**src/rtl/lbm_collide_serializer.sv**
```systemverilog
// lbm_collide_serializer
// Captures one lattice cell's nine post-collision distributions (plus rho,
// u_x, u_y when EMIT_MACRO is set) in a single parallel handshake and replays
// them as a 16-bit valid/ready word stream. Tracks the cell position inside a
// lattice frame and flags cell and frame boundaries on the stream.

module lbm_collide_serializer #(
  parameter int EMIT_MACRO      = 1,
  parameter int CELLS_PER_FRAME = 4096
) (
  input  logic        clk,
  input  logic        rst,
  input  logic        in_valid,
  output logic        in_ready,
  input  logic [15:0] f_new_null,
  input  logic [15:0] f_new_n,
  input  logic [15:0] f_new_ne,
  input  logic [15:0] f_new_e,
  input  logic [15:0] f_new_se,
  input  logic [15:0] f_new_s,
  input  logic [15:0] f_new_sw,
  input  logic [15:0] f_new_w,
  input  logic [15:0] f_new_nw,
  input  logic [15:0] rho,
  input  logic [15:0] u_x,
  input  logic [15:0] u_y,
  output logic [15:0] out_data,
  output logic        out_valid,
  input  logic        out_ready,
  output logic        out_cell_last,
  output logic        out_frame_last,
  output logic [15:0] cell_index,
  output logic        frame_done
);

  // Words per cell and the last legal word / cell positions.
  localparam int          N_WORDS   = (EMIT_MACRO != 0) ? 12 : 9;
  localparam logic [3:0]  LAST_WORD = 4'(N_WORDS - 1);
  localparam logic [15:0] LAST_CELL = 16'(CELLS_PER_FRAME - 1);

  typedef enum logic [0:0] {
    IDLE = 1'b0,
    SEND = 1'b1
  } state_t;

  state_t      state_r;
  state_t      state_s;
  logic [3:0]  word_idx_r;
  logic [3:0]  word_idx_s;
  logic [15:0] cell_index_r;
  logic [15:0] cell_index_s;
  logic        frame_done_r;
  logic        frame_done_s;
  logic [15:0] buf_r [12];
  logic [15:0] in_word_s [12];
  logic        out_hs_s;
  logic        last_hs_s;
  logic        capture_s;
  logic [15:0] out_data_s;

  // Arrange the parallel inputs in stream order; macro words read as zero when not emitted.
  always_comb begin
    in_word_s[0]  = f_new_null;
    in_word_s[1]  = f_new_n;
    in_word_s[2]  = f_new_ne;
    in_word_s[3]  = f_new_e;
    in_word_s[4]  = f_new_se;
    in_word_s[5]  = f_new_s;
    in_word_s[6]  = f_new_sw;
    in_word_s[7]  = f_new_w;
    in_word_s[8]  = f_new_nw;
    if (EMIT_MACRO != 0) begin
      in_word_s[9]  = rho;
      in_word_s[10] = u_x;
      in_word_s[11] = u_y;
    end else begin
      in_word_s[9]  = 16'h0000;
      in_word_s[10] = 16'h0000;
      in_word_s[11] = 16'h0000;
    end
  end

  // Handshake decode and next-state logic; in_ready is the only path that sees out_ready.
  always_comb begin
    out_hs_s     = (state_r == SEND) && out_ready;
    last_hs_s    = out_hs_s && (word_idx_r == LAST_WORD);
    in_ready     = (state_r == IDLE) || last_hs_s;
    capture_s    = in_valid && in_ready;
    state_s      = state_r;
    word_idx_s   = word_idx_r;
    cell_index_s = cell_index_r;
    frame_done_s = 1'b0;
    case (state_r)
      IDLE: begin
        if (capture_s) begin
          state_s    = SEND;
          word_idx_s = 4'd0;
        end else begin
          state_s    = IDLE;
        end
      end
      SEND: begin
        if (last_hs_s) begin
          // Final word of the cell leaves; a waiting cell is taken in the same edge.
          word_idx_s = 4'd0;
          if (cell_index_r == LAST_CELL) begin
            cell_index_s = 16'd0;
            frame_done_s = 1'b1;
          end else begin
            cell_index_s = cell_index_r + 16'd1;
            frame_done_s = 1'b0;
          end
          if (in_valid) begin
            state_s = SEND;
          end else begin
            state_s = IDLE;
          end
        end else if (out_hs_s) begin
          word_idx_s = word_idx_r + 4'd1;
        end else begin
          word_idx_s = word_idx_r;
        end
      end
      default: begin
        state_s    = IDLE;
        word_idx_s = 4'd0;
      end
    endcase
  end

  // Control state registers: FSM, word pointer, cell counter and frame pulse.
  always_ff @(posedge clk or posedge rst) begin
    if (rst) begin
      state_r      <= IDLE;
      word_idx_r   <= 4'd0;
      cell_index_r <= 16'd0;
      frame_done_r <= 1'b0;
    end else begin
      state_r      <= state_s;
      word_idx_r   <= word_idx_s;
      cell_index_r <= cell_index_s;
      frame_done_r <= frame_done_s;
    end
  end

  // Cell buffer: loads only on a capture handshake, so upstream may change freely otherwise.
  always_ff @(posedge clk or posedge rst) begin
    if (rst) begin
      for (int i = 0; i < 12; i++) begin
        buf_r[i] <= 16'h0000;
      end
    end else if (capture_s) begin
      for (int i = 0; i < 12; i++) begin
        buf_r[i] <= in_word_s[i];
      end
    end else begin
      for (int i = 0; i < 12; i++) begin
        buf_r[i] <= buf_r[i];
      end
    end
  end

  // Output word select: a pure mux of registers addressed by the word pointer.
  always_comb begin
    out_data_s = 16'h0000;
    case (word_idx_r)
      4'd0:    out_data_s = buf_r[0];
      4'd1:    out_data_s = buf_r[1];
      4'd2:    out_data_s = buf_r[2];
      4'd3:    out_data_s = buf_r[3];
      4'd4:    out_data_s = buf_r[4];
      4'd5:    out_data_s = buf_r[5];
      4'd6:    out_data_s = buf_r[6];
      4'd7:    out_data_s = buf_r[7];
      4'd8:    out_data_s = buf_r[8];
      4'd9:    out_data_s = buf_r[9];
      4'd10:   out_data_s = buf_r[10];
      4'd11:   out_data_s = buf_r[11];
      default: out_data_s = 16'h0000;
    endcase
  end

  // Stream outputs derived only from registered state.
  always_comb begin
    out_data       = out_data_s;
    out_valid      = (state_r == SEND);
    out_cell_last  = (state_r == SEND) && (word_idx_r == LAST_WORD);
    out_frame_last = (state_r == SEND) && (word_idx_r == LAST_WORD) &&
                     (cell_index_r == LAST_CELL);
    cell_index     = cell_index_r;
    frame_done     = frame_done_r;
  end

endmodule

```
**config.mk**
```make
export PLATFORM = sky130hd
export DESIGN_NAME = lbm_collide_serializer
export DESIGN_NICKNAME = d
export VERILOG_FILES = /design/src/rtl/lbm_collide_serializer.sv
export SDC_FILE = /design/constraint.sdc
export NUM_CORES = 1
export LEC_CHECK = 0
export BUFFER_PORTS_ARGS = -buffer_cell sky130_fd_sc_hd__clkbuf_2
export CAP_MARGIN = 20
export CORE_MARGIN = 1.5
export CORE_UTILIZATION = 25
export CTS_CLUSTER_SIZE = 40
export DETAILED_ROUTE_END_ITERATION = 10
export GPL_ROUTABILITY_DRIVEN = 0
export PLACE_DENSITY = 0.45
export SYNTH_ARGS = -nofsm -noshare
export SYNTH_HDL_FRONTEND = slang
export SYNTH_SLANG_ARGS = --single-unit
```
**constraint.sdc**
```tcl
create_clock -name clk -period 19.1 [get_ports clk]
set_input_delay 1.91 -clock clk [delete_from_list [all_inputs] [get_ports clk]]
set_output_delay 1.91 -clock clk [all_outputs]
set_load 0.005 [all_outputs]
```
After elaboration in Yosys (flattened, before gate mapping)
Cells that the tools add are included.
{"block": "word_totals", "regBits": 214, "latchBits": 0, "ramBits": 0, "romBits": 0, "in_bits": 196, "out_inout_bits": 37, "word_cells": 55, "mem_count": 0}
{"block": "classes", "addsub": 2, "multipliers": 0, "n_div": 0, "order_cmp": 0, "n_eq_ne": 14, "n_shift": 0, "muxes": 13, "bitwise_logic": 1, "n_reduce_logical": 9}
{"cell": "16-bit case mux with 12 select lines", "count": 1}
{"cell": "16-bit by 1-bit adder with 16-bit output, second input constant", "count": 1}
{"cell": "16-bit by 12-bit equality test with 1-bit output, second input constant", "count": 1}
{"cell": "4-bit by 3-bit equality test with 1-bit output, second input constant", "count": 4}
{"cell": "4-bit equality test, second input constant", "count": 4}
{"cell": "16-bit 2-to-1 mux", "count": 1}
{"cell": "4-bit 2-to-1 mux", "count": 3}
{"cell": "4-bit by 2-bit equality test with 1-bit output, second input constant", "count": 2}
{"cell": "4-bit case mux with 2 select lines", "count": 1}
{"cell": "1-bit 2-to-1 mux", "count": 6}
{"cell": "1-bit logical AND", "count": 5}
{"cell": "4-bit by 1-bit adder with 4-bit output, second input constant", "count": 1}
{"cell": "4-bit by 1-bit equality test with 1-bit output, second input constant", "count": 1}
{"cell": "4-bit logical NOT", "count": 1}
{"cell": "2-bit AND reduction", "count": 2}
{"cell": "3-bit by 1-bit != test with 1-bit output, second input constant", "count": 1}
{"cell": "2-bit != test, second input constant", "count": 1}
{"cell": "1-bit case mux with 2 select lines", "count": 1}
{"cell": "1-bit logical OR", "count": 1}
{"cell": "1-bit NOT", "count": 1}

Depth between registers and ports, before layout
{"block": "logic_depth", "word_depth": 6, "mapped_depth": 8, "ltp_nobuf": 6}

Least setup slack after synthesis
Ideal clock, no wire load.
{"block": "synth_timing", "path_type": "input port to output port", "startpoint": "input port out_ready", "endpoint": "output port in_ready", "arrival_time_ps": 2194, "required_time_ps": 17190, "path_slack_ps": 14996, "path_stages": 2, "n_path_buf": 0, "cell_sequence": "nand4b_2 nand2_1"}
{"block": "synth_via", "elab_chain_cells": 3}
{"element": "start: declaration", "line": "29", "text": "input logic out_ready,"}
{"element": "1-bit logical AND", "line": "85", "text": "out_hs_s = (state_r == SEND) && out_ready;"}
{"element": "1-bit logical AND", "line": "86", "text": "last_hs_s = out_hs_s && (word_idx_r == LAST_WORD);"}
{"element": "1-bit logical OR", "line": "87", "text": "in_ready = (state_r == IDLE) || last_hs_s;"}
{"element": "end: declaration", "line": "14", "text": "output logic in_ready,"}
No other way between the ends.

Final worst setup path
{"block": "layout_timing", "startpoint": "register word_idx_r[2]", "endpoint": "output port out_data[10]"}
{"block": "layout_via", "elab_chain_cells": 2, "elab_cells_between_ends": 13}
{"element": "start: declaration", "line": "48", "text": "logic [3:0] word_idx_r;"}
{"element": "start signal: assignment", "line": "140", "text": "word_idx_r <= word_idx_s;"}
{"element": "4-bit equality test, or another cell as far along", "line": "166", "text": "case (word_idx_r)"}
{"element": "16-bit case mux with 12 select lines (*)", "line": "166"}
{"element": "end: declaration", "line": "27", "text": "output logic [15:0] out_data,"}
Mark *: on every way between the ends. The rest lies on a longest branch, timed or not.

==> impl_metrics.json <==
{
  "seq_area_um2": 5360,
  "first_pass_iters": 5,
  "grt_pass1_wl_um": 47300,
  "worst_pin_slew_ps": 1080,
  "ys.flop_type": "dfrtp_1",
  "clk_pin_slew_ps": 60,
  "internal-power_w": 0.00131,
  "yosysTopAreaCellShare_pct": 53.8,
  "maxCapViolations": 0,
  "drc": 0,
  "first_iter_violations": 303,
  "cts_tree": "yes",
  "fin_crit_sh_pct": 26.9,
  "viasPerCell": 4.64,
  "fin_setup_tns_ps": 0,
  "grt_usage_pct": 15.3,
  "place_ws_ps": 14420,
  "yosys-top-cells-area": "dfrtp_1, mux2_1, mux2_2",
  "yosysSeqAreaShare_pct": 53.8,
  "dp_hpwl_um": 21600,
  "required_ps": 17190,
  "nFillCells": 4009,
  "ys_top_cells_by_count": "dfrtp_1, mux2_1, mux2_2",
  "area_growth_pct": 25.4,
  "htreeDepth": 1,
  "synthMuxAreaShare_pct": 24.8,
  "pin_count": 233,
  "routedWlPerCell_um": 20.9,
  "route.antenna.remaining_nets": 0,
  "hp-class": "register to register",
  "cts_hold_buf": 0,
  "fin_worst_skew_ps": 26.1,
  "globalRouteOverflowTotal": 0,
  "p_seq_share_pct": 40.2,
  "yosysMostFrequentCell": "dfrtp_1",
  "dieArea_um2": 41000,
  "max-slew-margin-rel_pct": 27.8,
  "die_width_um": 202,
  "grt_max_degree": 148,
  "report.final.slew_viol_count": 0,
  "final.min_clock_period_ps": 5140,
  "ys_types": 52,
  "dieHeight_um": 202,
  "root_buffer": "clkbuf_16",
  "arrival_ps": 3230,
  "synth_nets": 942,
  "syn_inst": 741,
  "path_buf_inv": 3,
  "crit_top_cell": "buf_4",
  "hold_viol": 0,
  "irDropWorstVdd_mv": 0.0707,
  "multi_input_area_um2": 4240,
  "min_from": "buf_r[173]",
  "cp-end-kind": "output port",
  "clk_latency_ps": 560,
  "critPathTopFamily": "buffers and inverters",
  "grt_setup_unrepaired": "false",
  "total_power_w": 0.00197,
  "layout-drive-gt1-share_pct": 39.3,
  "num_rows": 72,
  "netSwitchingFraction_pct": 33.6,
  "crit_fanout": 37,
  "cts_buffers": 27,
  "worstSetupStartpoint": "word_idx_r[2]",
  "setup_viol": 0,
  "setup_ws_ps": 13960,
  "synth_area_um2": 9950,
  "power_density_nw_per_um2": 158,
  "synth_compound_area_share_pct": 9.61,
  "coreArea_um2": 38900,
  "antenna_found_initial": 5,
  "p_comb_share_pct": 31.6,
  "synth_fa_ha_area_share_pct": 0.629,
  "cp_cell_sequence": "buf_4 -> nor2b_2 -> buf_4 -> a22o_1 -> a22oi_1 -> o211ai_1 -> clkbuf_2",
  "ys_seq_elements": 214,
  "r2r_start": "word_idx_r[0]",
  "leakagePower_nw": 5.62,
  "ys_warn_count": 0,
  "cp_slowest_cell": "dfrtp_2",
  "path_class": "register to output port",
  "syn_area_per_cell_um2": 13.4,
  "ctsResizeCount": 0,
  "max_stage_delay_ps": 680,
  "outcome": "finished clean",
  "nets": 1156,
  "yosys.area_share.simple_pct": 6.24,
  "async_flop_share_pct": 100,
  "timing.fmax_ghz": 0.194,
  "clock_sinks": 214,
  "synth_top_family_by_area": "multiplexers",
  "clkPwrFrac_pct": 28.3,
  "postCtsSetupRepairBufs": 0,
  "yosys.area.top_type": "dfrtp_1",
  "critPathLaunchType": "register",
  "first_global_vias": 7207,
  "synth_xor_area_share_pct": 1.06,
  "io_buffers": 232,
  "clk_path_buf_depth": 3,
  "vias": 6942,
  "synth_edf_count": 0,
  "p_sw_w": 0.000663,
  "wirelength_um": 31300,
  "utilization_pct": 32.0,
  "start_util_pct": 25.6,
  "hold_ws_ps": 484
}
-- per-layer routing --
metal | part of all wire (%) | GRT usage, %
met2 | 46 | 23.9
met5 | 0.11 | 0
met3 | 6.6 | 3.63
met4 | 1.5 | 3.65
met1 | 46 | 21.5
-- sequential cells by signal (all words and copies together) (netlist names) --
signal / flops
word_idx_r: 4
cell_index: 16
buf_r: 192
frame_done: 1
out_valid: 1
-- kinds of logic (layout without fill, tap and decap cells) --
family | after synthesis | in the layout
XOR/XNOR | 12 | 12
adder cells (fa/ha/maj) | 5 | 5
buffers and inverters | 58 | 293
other | 0 | 2
multiplexers | 222 | 222
AO/OA/AOI/OAI | 125 | 125
flip-flops | 214 | 214
AND/OR/NAND/NOR | 105 | 105
-- cells in the final DEF, fill, tap and decap left out, types with 10 or more instances in the layout --
cell type    n
clkbuf_2   232
a22o_1      21
mux2_2      83
o2bb2ai_1   14
a21oi_1     17
nand3b_1    11
clkbuf_16   27
nand3_1     20
mux2_1     111
xnor2_1     11
nand2_1     17
dfrtp_1    212
a22oi_1     17
mux2i_1     28
nor2_1      10
-- power groups by stage --
stage	registers [W]	logic [W]	clock network, W
after detailed placement	0.000802	0.000640	0
final	0.000792	0.000622	0.000557
after global routing	0.000820	0.000691	0.000596
after global placement	0.000802	0.000630	0
after CTS	0.000795	0.000643	0.000575
after floorplan	0.000736	0.000437	0
-- per-stage QoR --
stage | instances | area (um^2)
floorplan | 741 | 9950
global placement | 1444 | 11500
detailed placement | 1444 | 11500
CTS | 1494 | 12500
global route | 1495 | 12500
finish | 1496 | 12500
-- final cells by class --
cell class,count,share of cell area [%]
sequential,214,43.0
multi-input combinational,469,34.0
timing repair buffer,239,9.83
clock buffer,36,6.17
tap,518,5.20
clock inverter,14,1.64
inverter,4,0.181
antenna,2,0.0401
-- final timing paths --
path	slack [ps]	endpoint	depth (start not counted)
worst max-delay path	13960	out_data[10]	7
worst min-delay path	480	buf_r[173]	1
worst max register to register	15270	buf_r[78]	6
worst min register to register	480	buf_r[173]	1
max in group asynchronous	15410	buf_r[169]	4
min in group asynchronous	1430	buf_r[177]	2
(Power assumes the default switching activity.)
